==> src/rtl/fib_progress_monitor.sv <==
// Progress scoreboard behind the Fibonacci write checker: counts in-order F and sum hits and drives a PASS/FAIL verdict.
// Build option: define FIB_MON_STRICT_ORDER_EN to require strictly ascending hit order per stream.
module fib_progress_monitor #(
   parameter int unsigned TIMEOUT_CYCLES = 4096,
   parameter int unsigned TO_W           = 13
) (
   input  logic       clk,
   input  logic       reset,
   input  logic       start,
   input  logic [6:0] F_chk,
   input  logic [5:0] sum_chk,
   output logic       busy,
   output logic       pass,
   output logic       fail,
   output logic [1:0] err_code,
   output logic [2:0] f_count,
   output logic [2:0] sum_count
);

   typedef enum logic [1:0] {
      ST_IDLE = 2'd0,
      ST_RUN  = 2'd1,
      ST_PASS = 2'd2,
      ST_FAIL = 2'd3
   } state_t;

   localparam logic [TO_W-1:0] TO_LAST = TO_W'(TIMEOUT_CYCLES - 1);

   localparam logic [1:0] ERR_NONE  = 2'd0;
   localparam logic [1:0] ERR_ORDER = 2'd1;
   localparam logic [1:0] ERR_MULTI = 2'd2;
   localparam logic [1:0] ERR_TIME  = 2'd3;

   function automatic logic [3:0] popcount7(input logic [6:0] v);
      logic [3:0] n;
      n = 4'd0;
      for (int i = 0; i < 7; i++) begin
         n = n + {3'b000, v[i]};
      end
      return n;
   endfunction

   state_t          state_q, state_d;
   logic [6:0]      f_prev_q, f_prev_d;
   logic [5:0]      s_prev_q, s_prev_d;
   logic [6:0]      f_seen_q, f_seen_d;
   logic [5:0]      s_seen_q, s_seen_d;
   logic [2:0]      f_count_q, f_count_d;
   logic [2:0]      sum_count_q, sum_count_d;
   logic [1:0]      err_q, err_d;
   logic [TO_W-1:0] to_cnt_q, to_cnt_d;
   logic            busy_q, busy_d;
   logic            pass_q, pass_d;
   logic            fail_q, fail_d;

   logic [6:0]      f_hit_s;
   logic [5:0]      s_hit_s;
   logic [3:0]      hit_cnt_s;
   logic            f_ok_s, f_bad_s;
   logic            s_ok_s, s_bad_s;
   logic            done_s;

   // Rising-edge detection so a write held for several cycles counts once.
   always_comb begin
      f_prev_d  = F_chk;
      s_prev_d  = sum_chk;
      f_hit_s   = F_chk & ~f_prev_q;
      s_hit_s   = sum_chk & ~s_prev_q;
      hit_cnt_s = popcount7(f_hit_s) + popcount7({1'b0, s_hit_s});
   end

`ifdef FIB_MON_STRICT_ORDER_EN
   // Strict order: the only acceptable hit is the bit indexed by the current count.
   always_comb begin
      f_ok_s  = (f_hit_s != 7'd0) && (f_hit_s == (7'd1 << f_count_q));
      f_bad_s = (f_hit_s != 7'd0) && !f_ok_s;
      s_ok_s  = (s_hit_s != 6'd0) && (s_hit_s == (6'd1 << sum_count_q));
      s_bad_s = (s_hit_s != 6'd0) && !s_ok_s;
      done_s  = (f_count_d == 3'd7) && (sum_count_d == 3'd6);
   end
`else
   // Relaxed order: any not-yet-seen bit is accepted, re-hits are silently ignored.
   always_comb begin
      f_ok_s  = ((f_hit_s & ~f_seen_q) != 7'd0);
      f_bad_s = 1'b0;
      s_ok_s  = ((s_hit_s & ~s_seen_q) != 6'd0);
      s_bad_s = 1'b0;
      done_s  = (f_seen_d == 7'h7F) && (s_seen_d == 6'h3F);
   end
`endif

   // Next-state, counters, masks and timeout.
   always_comb begin
      state_d     = state_q;
      f_count_d   = f_count_q;
      sum_count_d = sum_count_q;
      err_d       = err_q;
      to_cnt_d    = to_cnt_q;
      f_seen_d    = f_seen_q;
      s_seen_d    = s_seen_q;

      case (state_q)
         ST_RUN: begin
            if (start) begin
               state_d     = ST_RUN;
               f_count_d   = 3'd0;
               sum_count_d = 3'd0;
               err_d       = ERR_NONE;
               to_cnt_d    = '0;
               f_seen_d    = 7'd0;
               s_seen_d    = 6'd0;
            end else if (hit_cnt_s > 4'd1) begin
               state_d = ST_FAIL;
               err_d   = ERR_MULTI;
            end else if (f_bad_s || s_bad_s) begin
               state_d = ST_FAIL;
               err_d   = ERR_ORDER;
            end else if (f_ok_s || s_ok_s) begin
               f_count_d   = f_count_q + {2'b00, f_ok_s};
               sum_count_d = sum_count_q + {2'b00, s_ok_s};
               f_seen_d    = f_seen_q | f_hit_s;
               s_seen_d    = s_seen_q | s_hit_s;
               to_cnt_d    = '0;
               if (done_s) begin
                  state_d = ST_PASS;
               end else begin
                  state_d = ST_RUN;
               end
            end else if (to_cnt_q == TO_LAST) begin
               state_d = ST_FAIL;
               err_d   = ERR_TIME;
            end else begin
               to_cnt_d = to_cnt_q + {{(TO_W-1){1'b0}}, 1'b1};
            end
         end
         ST_IDLE, ST_PASS, ST_FAIL: begin
            if (start) begin
               state_d     = ST_RUN;
               f_count_d   = 3'd0;
               sum_count_d = 3'd0;
               err_d       = ERR_NONE;
               to_cnt_d    = '0;
               f_seen_d    = 7'd0;
               s_seen_d    = 6'd0;
            end else begin
               state_d = state_q;
            end
         end
         default: begin
            state_d = ST_IDLE;
         end
      endcase

      busy_d = (state_d == ST_RUN);
      pass_d = (state_d == ST_PASS);
      fail_d = (state_d == ST_FAIL);
   end

   // State and output registers.
   always_ff @(posedge clk) begin
      if (reset) begin
         state_q     <= ST_IDLE;
         f_prev_q    <= 7'd0;
         s_prev_q    <= 6'd0;
         f_seen_q    <= 7'd0;
         s_seen_q    <= 6'd0;
         f_count_q   <= 3'd0;
         sum_count_q <= 3'd0;
         err_q       <= ERR_NONE;
         to_cnt_q    <= '0;
         busy_q      <= 1'b0;
         pass_q      <= 1'b0;
         fail_q      <= 1'b0;
      end else begin
         state_q     <= state_d;
         f_prev_q    <= f_prev_d;
         s_prev_q    <= s_prev_d;
         f_seen_q    <= f_seen_d;
         s_seen_q    <= s_seen_d;
         f_count_q   <= f_count_d;
         sum_count_q <= sum_count_d;
         err_q       <= err_d;
         to_cnt_q    <= to_cnt_d;
         busy_q      <= busy_d;
         pass_q      <= pass_d;
         fail_q      <= fail_d;
      end
   end

   assign busy      = busy_q;
   assign pass      = pass_q;
   assign fail      = fail_q;
   assign err_code  = err_q;
   assign f_count   = f_count_q;
   assign sum_count = sum_count_q;

endmodule

==> config.mk <==
export PLATFORM = sky130hd
export DESIGN_NAME = fib_progress_monitor
export DESIGN_NICKNAME = d
export VERILOG_FILES = /design/src/rtl/fib_progress_monitor.sv
export SDC_FILE = /design/constraint.sdc
export NUM_CORES = 1
export LEC_CHECK = 0
export CAP_MARGIN = 10
export CORE_MARGIN = 8
export CORE_UTILIZATION = 57
export DETAILED_ROUTE_END_ITERATION = 10
export PLACE_DENSITY = 0.8
export SETUP_SLACK_MARGIN = 0.15
export SYNTH_ARGS = -nofsm -noshare
export SYNTH_HDL_FRONTEND = slang
export SYNTH_SLANG_ARGS = --single-unit
==> constraint.sdc <==
create_clock -name clk -period 6.5 [get_ports clk]
set_input_delay 0.975 -clock clk [delete_from_list [all_inputs] [get_ports clk]]
set_output_delay 0.975 -clock clk [all_outputs]
set_load 0.01 [all_outputs]
==> parameters.txt <==
Parameter                              Value

Synthesis
  Average size of a mapped cell    9.13 µm²
  Flop and latch count out of synthesis    52
  Sequential fraction of the synthesis area    37.6%
  Leading register cell type out of synthesis    dfxtp_1
  Warnings, synthesis    0
  Dominant cell by count in the synthesized netlist    dfxtp_1
  Net Count, Synth    335
  Leading post-synthesis cells by instance count    52 x dfxtp_1, 25 x nand3_1, 22 x nor2_1
  Syn Std Cell Area    2770 µm²
  Fraction of post-synthesis cell area in the top cell type by area    between 30% and 40%
  Unique masters post-synth    54
  Cell types with the largest area share after synthesis    dfxtp_1 38%, fa_1 5.8%, nand3_1 4.5%
  Post-synth EDFFs    0
  Fraction of registers with async set/reset    0%
  Area leader, netlist    dfxtp_1
  Post-Syn Instances    roughly 300

Clock tree
  CTS resizes    0
  Buffer count from post-CTS setup fixing    0
  Clock slew seen by the registers of the worst setup and hold paths    0.10 ns
  Cts-stage hold buffer count    0
  Clock sink count    between 50 and 60
  Max clock buf depth    2
  CTS buffer count    5
  Clock root buffer    clkbuf_8
  Clock insertion delay at the later pin of the skew report    0.31 ns
  CTS tree    built
  Number of H-tree branching levels    2

STA
  Largest clock skew in the final design    0.0108 ns
  Setup repair after global routing missed its margin    no
  Transition time of the tightest slew-check pin    0.750 ns
  Number of setup violations in the final report    0
  Final Slew Violations    0
  Max_slew headroom    49.6%
  Final number of hold-violating endpoints    0
  Least setup slack across all paths after layout    0.539 ns
  Maximum frequency from static timing analysis    168 MHz
  Final critical-path share of the clock period    91.7%
  Fin Hold WS    0.449 ns
  Post-route setup TNS    0 ns
  Final Critical Period    5.96 ns

Critical path
  CP Cell Sequence    clkdlybuf4s50_1 -> nor2b_1 -> fa_1 -> inv_1 -> fa_1 -> fa_1 -> fa_1 -> inv_1 -> fa_1 -> fa_1 -> nor2_1 -> buf_4 -> and3_1 -> nor2_4 -> a2111oi_0 -> mux2i_1
  Maximum fanout count along the critical path    11
  Reg2reg path depth    15
  CP Depth    16
  Kind of cell adding the most delay to the critical path    adder cells
  Endpoint type of the worst setup path    flop
  Maximum single-stage delay on the critical path    ~0.57 ns
  Required time reported for the critical path endpoint    6.75 ns
  Classification of the worst setup path    input port to flop
  Crit start category    input port
  Most prevalent standard cell on the critical path    fa_1
  Buffering stage count on the worst path with inverters included    4
  Cell with the largest stage delay on the worst path    a2111oi_0
  Worst Path Arrival    6.21 ns

Route
  First DRT Iteration DRCs    204
  Drt via density    6.00
  DRT Pass-1 Iters    4
  Antenna Violating Nets Remaining    0
  Avg WL per Cell    15.2 µm
  DRT Wirelength    5790 µm
  Vias after detailed routing    2,281
  DRC violations left    0

Floorplanning
  Die extent in y    85.7 µm
  Starting utilization of the core area    between 50% and 60%
  Placeable core region    4690 µm²
  Die boundary width    about 86 µm
  Num rows    25
  # IOs    27
  Die outline area    7340 µm²

Placed design
  Detailed placement HPWL    4290 µm
  Worst Setup Slack post-DPL    0.215 ns
  Cell area reported after detailed placement    around 3000 µm²
  Global placer's final weighted congestion    0.878
  Count of input and output buffers    26

Power
  Switching power total    0.000315 W
  Max VDD drop    0.162 mV
  Switching Fraction    36.8%
  Register share of total power    40.0%
  Cell-internal power    0.000540 W
  Part of the total power dissipated in the clock network    23.0%
  Static leakage    1.14 nW
  Pwr/cell area    272 nW/µm²
  Share of total power in combinational logic    37.1%

Job
  Maximum capacitance violations    0

Global route
  Initial antenna violation count    0
  Via count of the first global-routing pass    2,243
  Overall fraction of global-route tracks in use    17.3%
  Largest net degree at the start of global routing    25
  Grt total ovfl    0
  First-pass GRT wire length    10,500 µm

Finish
  # fillers    390
  Total non-filler cell area in the finished layout    approximately 3100 µm²
  Antenna diodes    0
  Total Nets Final    about 360
  Share of layout cells above drive strength 1    under 10%
  Area growth from synthesis to layout    13.7%
  Total area of multi-input combinational cells    1560 µm²
  Register area    1040 µm²
  Final standard cell utilization of the core    about 67%

Outcome
  Result of the run    complete, no violations

Worst hold path
  Worst Hold Path Cells    2
  Kind of path behind the tightest hold check    flop to flop
## worst paths after layout
| check | end | slack, ns | start |
|---|---|---|---|
| max | to_cnt_q[9] | 0.54 | F_chk[0] |
| min | to_cnt_q[12] | 0.45 | to_cnt_q[12] |
| max reg2reg | to_cnt_q[9] | 1.38 | f_prev_q[0] |
| min reg2reg | to_cnt_q[12] | 0.45 | to_cnt_q[12] |
## per-layer routing
layer | up-vias | global-route usage (%) | share of wire (%)
li1 | 1131 | - | -
met1 | 1088 | 23.6 | 48
met2 | 55 | 26.9 | 46
met3 | 7 | 3.25 | 4.8
met4 | 0 | 5.25 | 1.1
met5 | - | 0 | 0
## placed cells by master, fill, tap and decap left out, types with 2 or more instances in the layout
master / count
nand3b_1: 10
a41oi_1: 7
dfxtp_1: 52
inv_1: 21
clkinvlp_4: 2
and3_1: 3
and2_1: 3
a21oi_1: 9
a31oi_1: 5
a211oi_2: 3
o21ai_1: 2
o22ai_1: 2
nand2_1: 14
o2111ai_1: 2
o21ai_0: 3
nand3_1: 25
buf_4: 5
nand2b_1: 9
or2_2: 2
nor4_1: 3
clkdlybuf4s50_1: 26
ha_1: 8
clkbuf_8: 6
nor3_1: 6
nand4_1: 2
or3_1: 2
a211o_1: 2
o211ai_1: 2
a2111oi_0: 2
a2111o_1: 2
fa_1: 8
nor2b_1: 19
mux2i_1: 10
or4b_1: 4
a211oi_1: 2
nor2_1: 22
and4_1: 3
o32a_1: 2
## sequential cells by signal, summed over array words and instances, names as in the netlist
| register | flops |
|---|---|
| fail | 1 |
| state_q | 2 |
| pass | 1 |
| to_cnt_q | 13 |
| f_prev_q | 7 |
| f_seen_q | 7 |
| f_count | 3 |
| s_seen_q | 6 |
| busy | 1 |
| s_prev_q | 6 |
| sum_count | 3 |
| err_code | 2 |
## worst register-to-register path: stages (launching register included)
cell	delay, ns
dfxtp_1	0.31
nor2b_1	0.30
fa_1	0.45
inv_1	0.08
fa_1	0.44
fa_1	0.49
fa_1	0.51
inv_1	0.05
fa_1	0.42
fa_1	0.54
nor2_1	0.12
buf_4	0.17
and3_1	0.28
nor2_4	0.10
a2111oi_0	0.57
mux2i_1	0.24
## per-stage QoR
| step | cells | total power, W |
|---|---|---|
| after global routing | 380 | 0.000914 |
| after CTS | 380 | 0.000855 |
| after floorplan | 303 | 0.000578 |
| after detailed placement | 372 | 0.000663 |
| after global placement | 372 | 0.000656 |
| final | 380 | 0.000855 |
## area by class of cell
class | instances | share of cell area (%)
repair buffers | 31 | 9.46
well taps | 54 | 2.15
clock buffers | 6 | 2.62
clock inverters | 2 | 0.477
flip-flops and latches | 52 | 33.1
multi-input cells | 214 | 49.7
inverters | 21 | 2.50
## power groups by stage
stage	Combinational [W]	Clock (W)	Sequential [W]
2_1_floorplan	0.000229	0	0.000349
6_report	0.000317	0.000196	0.000342
5_1_grt	0.000358	0.000211	0.000344
3_3_place_gp	0.000308	0	0.000349
4_1_cts	0.000316	0.000198	0.000341
3_5_place_dp	0.000314	0	0.000349
## logic make-up after synthesis
group           share of synthesized area, %
mux                                     3.62
flops                                   37.6
buf+inv                                 5.88
simple gates                            28.1
compound gates                          15.4
fa+ha+maj                               9.40
(Power assumes the default switching activity.)
